===== src/rtl/ov7670_cfg_seq_if.sv =====
// Bus bundle between the OV7670 init sequencer, its register ROM, the SCCB write engine
// and the capture-path status consumer.
interface ov7670_cfg_seq_if;
    logic        cfg_restart;
    logic [7:0]  rom_addr;
    logic [15:0] rom_data;
    logic        iic_start;
    logic [23:0] iic_wdata;
    logic        iic_busy;
    logic        cfg_done;
    logic        cfg_err;
    logic [7:0]  cfg_cnt;

    // Sequencer side
    modport master (
        input  cfg_restart, rom_data, iic_busy,
        output rom_addr, iic_start, iic_wdata, cfg_done, cfg_err, cfg_cnt
    );

    // ROM / engine / status side
    modport slave (
        output cfg_restart, rom_data, iic_busy,
        input  rom_addr, iic_start, iic_wdata, cfg_done, cfg_err, cfg_cnt
    );
endinterface


===== src/rtl/ov7670_cfg_seq.sv =====
// OV7670 register-init sequencer: waits for sensor power-up, then walks a ROM of
// {reg_addr, reg_val} pairs, handing each to the SCCB write engine as one start pulse.
module ov7670_cfg_seq #(
    parameter logic [7:0]  DEV_ID    = 8'h42,
    parameter int unsigned REG_NUM   = 165,
    parameter int unsigned PWRUP_CYC = 1_000_000,
    parameter int unsigned SRST_CYC  = 50_000,
    parameter int unsigned GAP_CYC   = 200,
    parameter int unsigned ACK_CYC   = 8,
    parameter int unsigned TOUT_CYC  = 65_536
) (
    input logic              clk_i,
    input logic              rst_i,
    ov7670_cfg_seq_if.master bus
);

    localparam int unsigned CntW = 24;
    typedef logic [CntW-1:0] dly_t;

    // Terminal values of the shared up-counter (cleared on every state entry).
    // The handshake windows are measured from the start cycle, which is spent in LOAD,
    // so the wait states themselves run one cycle shorter.
    localparam dly_t       PwrupLim = dly_t'(PWRUP_CYC - 1);
    localparam dly_t       FetchLim = dly_t'(1);
    localparam dly_t       AckLim   = dly_t'(ACK_CYC - 2);
    localparam dly_t       ToutLim  = dly_t'(TOUT_CYC - 2);
    localparam dly_t       GapLim   = dly_t'(GAP_CYC - 1);
    localparam dly_t       SrstLim  = dly_t'(SRST_CYC - 1);
    localparam logic [7:0] RegNum   = 8'(REG_NUM);

    typedef enum logic [2:0] {
        StPwrup,
        StFetch,
        StLoad,
        StWaitH,
        StWaitL,
        StPost,
        StDone,
        StErr
    } state_e;

    state_e      state_q, state_d;
    dly_t        dly_q, dly_d;
    logic [7:0]  cnt_q, cnt_d;
    logic [7:0]  rom_addr_q, rom_addr_d;
    logic [23:0] wdata_q, wdata_d;
    logic        dly_clr;
    logic        start;
    logic        srst_wr;

    // Last write was COM7 with the soft-reset bit set
    assign srst_wr = (wdata_q[15:8] == 8'h12) && wdata_q[7];

    // Next-state, counter and datapath updates
    always_comb begin
        state_d    = state_q;
        cnt_d      = cnt_q;
        rom_addr_d = rom_addr_q;
        wdata_d    = wdata_q;
        dly_clr    = 1'b0;
        start      = 1'b0;
        dly_d      = dly_q;

        case (state_q)
            StPwrup: begin
                // Power-up count only runs once the engine is idle, so a restart that
                // lands mid-write still gets the full quiet period after the stop.
                if (bus.iic_busy) begin
                    dly_clr = 1'b1;
                end else if (dly_q == PwrupLim) begin
                    if (RegNum == 8'd0) begin
                        state_d = StDone;
                    end else begin
                        state_d    = StFetch;
                        rom_addr_d = cnt_q;
                    end
                end
            end
            StFetch: begin
                if (dly_q == FetchLim) begin
                    state_d = StLoad;
                    wdata_d = {DEV_ID, bus.rom_data};
                end
            end
            StLoad: begin
                if (!bus.iic_busy) begin
                    start   = 1'b1;
                    state_d = StWaitH;
                end
            end
            StWaitH: begin
                if (bus.iic_busy) begin
                    state_d = StWaitL;
                end else if (dly_q == AckLim) begin
                    state_d = StErr;
                end
            end
            StWaitL: begin
                if (!bus.iic_busy) begin
                    state_d = StPost;
                    if (cnt_q < RegNum) begin
                        cnt_d = cnt_q + 8'd1;
                    end
                end else if (dly_q == ToutLim) begin
                    state_d = StErr;
                end
            end
            StPost: begin
                if (dly_q == (srst_wr ? SrstLim : GapLim)) begin
                    if (cnt_q >= RegNum) begin
                        state_d = StDone;
                    end else begin
                        state_d    = StFetch;
                        rom_addr_d = cnt_q;
                    end
                end
            end
            StDone:  state_d = StDone;
            StErr:   state_d = StErr;
            default: state_d = StPwrup;
        endcase

        if (bus.cfg_restart) begin
            state_d    = StPwrup;
            cnt_d      = 8'd0;
            rom_addr_d = 8'd0;
            dly_clr    = 1'b1;
            start      = 1'b0;
        end

        if (state_d != state_q) begin
            dly_clr = 1'b1;
        end

        if (dly_clr) begin
            dly_d = '0;
        end else if (state_q inside {StPwrup, StFetch, StWaitH, StWaitL, StPost}) begin
            dly_d = dly_q + 1'b1;
        end
    end

    // State and datapath registers with synchronous reset
    always_ff @(posedge clk_i) begin
        if (rst_i) begin
            state_q    <= StPwrup;
            dly_q      <= '0;
            cnt_q      <= 8'd0;
            rom_addr_q <= 8'd0;
            wdata_q    <= 24'd0;
        end else begin
            state_q    <= state_d;
            dly_q      <= dly_d;
            cnt_q      <= cnt_d;
            rom_addr_q <= rom_addr_d;
            wdata_q    <= wdata_d;
        end
    end

    assign bus.iic_start = start;
    assign bus.iic_wdata = wdata_q;
    assign bus.rom_addr  = rom_addr_q;
    assign bus.cfg_cnt   = cnt_q;
    assign bus.cfg_done  = (state_q == StDone);
    assign bus.cfg_err   = (state_q == StErr);

endmodule

===== src/flat_wrapper.sv =====
// flat-port wrapper written by rule: the top's interface ports become plain ports
module ov7670_cfg_seq_flat 
#(
    parameter logic [7:0]  DEV_ID    = 8'h42,
    parameter int unsigned REG_NUM   = 165,
    parameter int unsigned PWRUP_CYC = 1_000_000,
    parameter int unsigned SRST_CYC  = 50_000,
    parameter int unsigned GAP_CYC   = 200,
    parameter int unsigned ACK_CYC   = 8,
    parameter int unsigned TOUT_CYC  = 65_536
)
  (clk_i, rst_i, bus_cfg_restart, bus_rom_data, bus_iic_busy, bus_rom_addr, bus_iic_start, bus_iic_wdata, bus_cfg_done, bus_cfg_err, bus_cfg_cnt);
  ov7670_cfg_seq_if bus_i ();
  input logic clk_i;
  input logic rst_i;
  input wire logic [$bits(bus_i.cfg_restart)-1:0] bus_cfg_restart;
  input wire logic [$bits(bus_i.rom_data)-1:0] bus_rom_data;
  input wire logic [$bits(bus_i.iic_busy)-1:0] bus_iic_busy;
  output wire logic [$bits(bus_i.rom_addr)-1:0] bus_rom_addr;
  output wire logic [$bits(bus_i.iic_start)-1:0] bus_iic_start;
  output wire logic [$bits(bus_i.iic_wdata)-1:0] bus_iic_wdata;
  output wire logic [$bits(bus_i.cfg_done)-1:0] bus_cfg_done;
  output wire logic [$bits(bus_i.cfg_err)-1:0] bus_cfg_err;
  output wire logic [$bits(bus_i.cfg_cnt)-1:0] bus_cfg_cnt;
  assign bus_i.cfg_restart = bus_cfg_restart;
  assign bus_i.rom_data = bus_rom_data;
  assign bus_i.iic_busy = bus_iic_busy;
  assign bus_rom_addr = bus_i.rom_addr;
  assign bus_iic_start = bus_i.iic_start;
  assign bus_iic_wdata = bus_i.iic_wdata;
  assign bus_cfg_done = bus_i.cfg_done;
  assign bus_cfg_err = bus_i.cfg_err;
  assign bus_cfg_cnt = bus_i.cfg_cnt;
  ov7670_cfg_seq #(.DEV_ID(DEV_ID), .REG_NUM(REG_NUM), .PWRUP_CYC(PWRUP_CYC), .SRST_CYC(SRST_CYC), .GAP_CYC(GAP_CYC), .ACK_CYC(ACK_CYC), .TOUT_CYC(TOUT_CYC)) u_core (.clk_i(clk_i), .rst_i(rst_i), .bus(bus_i));
endmodule

===== config.mk =====
export PLATFORM = sky130hd
export DESIGN_NAME = ov7670_cfg_seq_flat
export DESIGN_NICKNAME = d
export VERILOG_FILES = /design/src/rtl/ov7670_cfg_seq_if.sv /design/src/rtl/ov7670_cfg_seq.sv /design/src/flat_wrapper.sv
export SDC_FILE = /design/constraint.sdc
export NUM_CORES = 1
export LEC_CHECK = 0
export CAP_MARGIN = 10
export CORE_MARGIN = 2
export CORE_UTILIZATION = 56
export CTS_CLUSTER_SIZE = 10
export DETAILED_ROUTE_END_ITERATION = 12
export PLACE_DENSITY = 0.93
export SLEW_MARGIN = 20
export SYNTH_ARGS = -nofsm -noshare
export SYNTH_HDL_FRONTEND = slang
export SYNTH_SLANG_ARGS = --single-unit

===== constraint.sdc =====
create_clock -name clk_i -period 4.05 [get_ports clk_i]
set_input_delay 0.6075 -clock clk_i [delete_from_list [all_inputs] [get_ports clk_i]]
set_output_delay 0.6075 -clock clk_i [all_outputs]
set_load 0.01 [all_outputs]

==> results.md <==
* Critical path cell sequence: nor3b_1 > clkdlybuf4s50_1
* Endpoints failing hold at 0
* Pwr dens at 306 nW/µm²
* Final HPWL from detailed placement at 5.30 mm
* Postcts setup bufs at 0
* Number of flops mapped to enable cells by yosys at 0
* First-pass GRT wire length at 12.4 mm
* IO buf count at 56
* Final period utilization at 0.697
* Avg Inst Size Synth at 8.77 µm²
* RSZ-0062 raised after global routing: no
* Register area share after synthesis at 0.374
* Clock Skews at 0.00946 ns
* IO Pins at 63
* Starting Density at 0.583
* Core ar. at 5510 µm²
* Final Non-Filler Cells at 492
* Wirelength per Cell at 15.3 µm
* Vias in the first global route at 2766
* Die area at 6350 µm²
* DRT Pass-1 Iters at 4
* Die Wd at 79.7 µm
* Share of layout cells above drive strength 1 at 0.0929
* Main synth FF type: dfxtp_1
* Area growth, synth to finish at 23.9%
* Largest net degree at the start of global routing at 28
* Die Ht at 79.7 µm
* CTS sink cnt at 60
* Number of library cell types mapped by synthesis at 56
* Setup_tns at 0 ns
* Total Routed Length at 7.54 mm
* Tot GR Track Use at 0.246
* Asr flop ratio synth at 0
* Cts repair resizes at 0
* Place WS at 1.22 ns
* Maximum operating frequency at 354 MHz
* Clk_lat worst skew at 0.34 ns
* Cts-stage hold buffer count at 0
* Setup crit start kind: flop
* Avg Vias per Cell at 5.80
* Fin crit period at 2.82 ns
* Initial antenna violation count at 0
* Worst slew pin tran at 0.919 ns
* H-tree Lvls at 3
* Grt total ovfl at 0
* Total CTS buffers at 9
* Pleak at 1.37 nW
* CP peak stage delay at 0.92 ns
* Crit Path Max Fanout at 27
* DRC viols at 0
* PnR worst setup slack at 1.23 ns
* Vias at 2853
* Worst EP required at 3.44 ns
* Worst rel slew slack at 0.386
* #FFs+latches synth at 60
* CTS tree: done
* Max-slew violations at 0
* # setup viols final at 0
* Gpl congestion at 0.886
* Net count reported at finish at 441
* CTS Buffer Depth at 2
* Worst IR Drop VDD at 0.193 mV
* Worst Setup Path Type: flop to output port
* Crit-path slowest cell: dfxtp_1
* Outcome: finished, final reports clean
* Syn Std Cell Area at 3210 µm²
* Setup crit end kind: output port
* Worst EP arrival at 2.22 ns
* Syn. warnings at 0
* Clock Root Buffer: clkbuf_8
* Post-DRT Antenna Nets at 0
* Initial DRC count at 173
* Antenna Cells at 0
* Placed cell count at 476
* Synth Instances at 366
* Clock slew at reported path FFs at 0.07 ns
* Max-cap violation count at 0
* Row count at 27
* HP Class: flop to flop
[registers in the layout, summed over array words and instances (netlist names)]
name and count:
u_core.dly_q 24, u_core.bus.cfg_cnt 8, u_core.bus.iic_wdata 17, u_core.bus.rom_addr 8, u_core.state_q 3
[cell usage after synthesis (3+ instances only)]
cell type,n,area [µm²]
clkbuf_1,12,45.0
nor3_1,8,40.0
a211oi_1,3,22.5
a21oi_1,7,35.0
nand2_1,30,113
nand3_1,14,70.1
nand4_1,15,93.8
buf_2,3,15.0
o21ai_0,5,25.0
xnor2_1,11,96.3
nor4_2,3,37.5
nor3b_1,3,22.5
xor2_1,18,158
ha_1,6,75.1
nor2_1,61,229
nor2b_1,5,31.3
mux2i_1,26,260
and3_1,5,31.3
inv_1,7,26.3
dfxtp_1,60,1200
buf_4,8,60.1
nand4b_1,3,26.3
nor3_2,10,100
[metrics by stage]
stage	util	hold slack (ns)	instance area (µm²)	total power, W
after detailed placement	0.683	0.486	3760	0.000645
after CTS	0.723	0.503	3980	0.00123
after floorplan	-	0.516	3230	0.000627
after global placement	0.683	0.474	3760	0.000644
final	0.723	0.498	3980	0.00122
after global routing	0.723	0.551	3980	0.00126
[metal layers]
metal  up-vias  track usage  part of all wire
met5         -            0                 0
met4         0        0.122             0.019
met3        19       0.0486             0.088
met2       136        0.425              0.49
met1      1322        0.289              0.40
li1       1376            -                 -
[critical path: cells and delay by family (launching register included)]
kind	cells	cell delay [ns]
buffers and inverters	1	0.60
flip-flops	1	0.92
AND/OR/NAND/NOR	1	0.35
[cells in the final DEF (no fill, tap or decap), types with 10 or more instances in the layout]
cell and count:
nor2_1 61, xor2_1 18, clkdlybuf4s50_1 56, nor3_2 11
dfxtp_1 60, mux2i_1 26, nand3_1 14, nand4_1 15
xnor2_1 11, clkbuf_8 10, nand2_1 30
[where the power goes]
part	total (W)	internal (W)	switching [W]
Sequential	0.000591	0.000591	0.000000747
Combinational	0.0000412	0.0000204	0.0000208
Clock	0.000586	0.000363	0.000223
Total	0.00122	0.000973	0.000245
[cells by family (layout without fill, tap and decap cells)]
| group | Yosys count | in the layout | synth area share |
|---|---|---|---|
| fa+ha+maj | 6 | 6 | 0.0234 |
| compound gates | 36 | 36 | 0.0865 |
| buf+inv | 34 | 83 | 0.0549 |
| mux | 26 | 26 | 0.0811 |
| other cells | 1 | 6 | 0.00117 |
| flops | 60 | 60 | 0.374 |
| simple gates | 174 | 174 | 0.300 |
| xor+xnor | 29 | 29 | 0.0791 |
[path summary, 6_finish.rpt]
path	from	end	slack (ns)	cells after the start
setup / recovery	u_core.state_q[1]$_SDFF_PP0_	bus_cfg_done	1.23	2
hold / removal	u_core.bus.rom_addr[6]$_SDFFE_PP0P_	u_core.bus.rom_addr[6]$_SDFFE_PP0P_	0.50	2
setup reg to reg	u_core.bus.iic_wdata[10]$_SDFFE_PP0P_	u_core.dly_q[1]$_SDFFE_PP0P_	1.33	6
hold reg to reg	u_core.bus.rom_addr[6]$_SDFFE_PP0P_	u_core.bus.rom_addr[6]$_SDFFE_PP0P_	0.50	2
[cell type report]
| cell class | instances | area (µm²) |
|---|---|---|
| clock inverters | 4 | 72.6 |
| clock buffers | 12 | 145 |
| well taps | 72 | 90.1 |
| repair buffers | 59 | 583 |
| inverters | 8 | 30.0 |
| flip-flops and latches | 60 | 1200 |
| fillers | 392 | 1530 |
| multi-input cells | 277 | 1860 |
(Power assumes the default switching activity.)
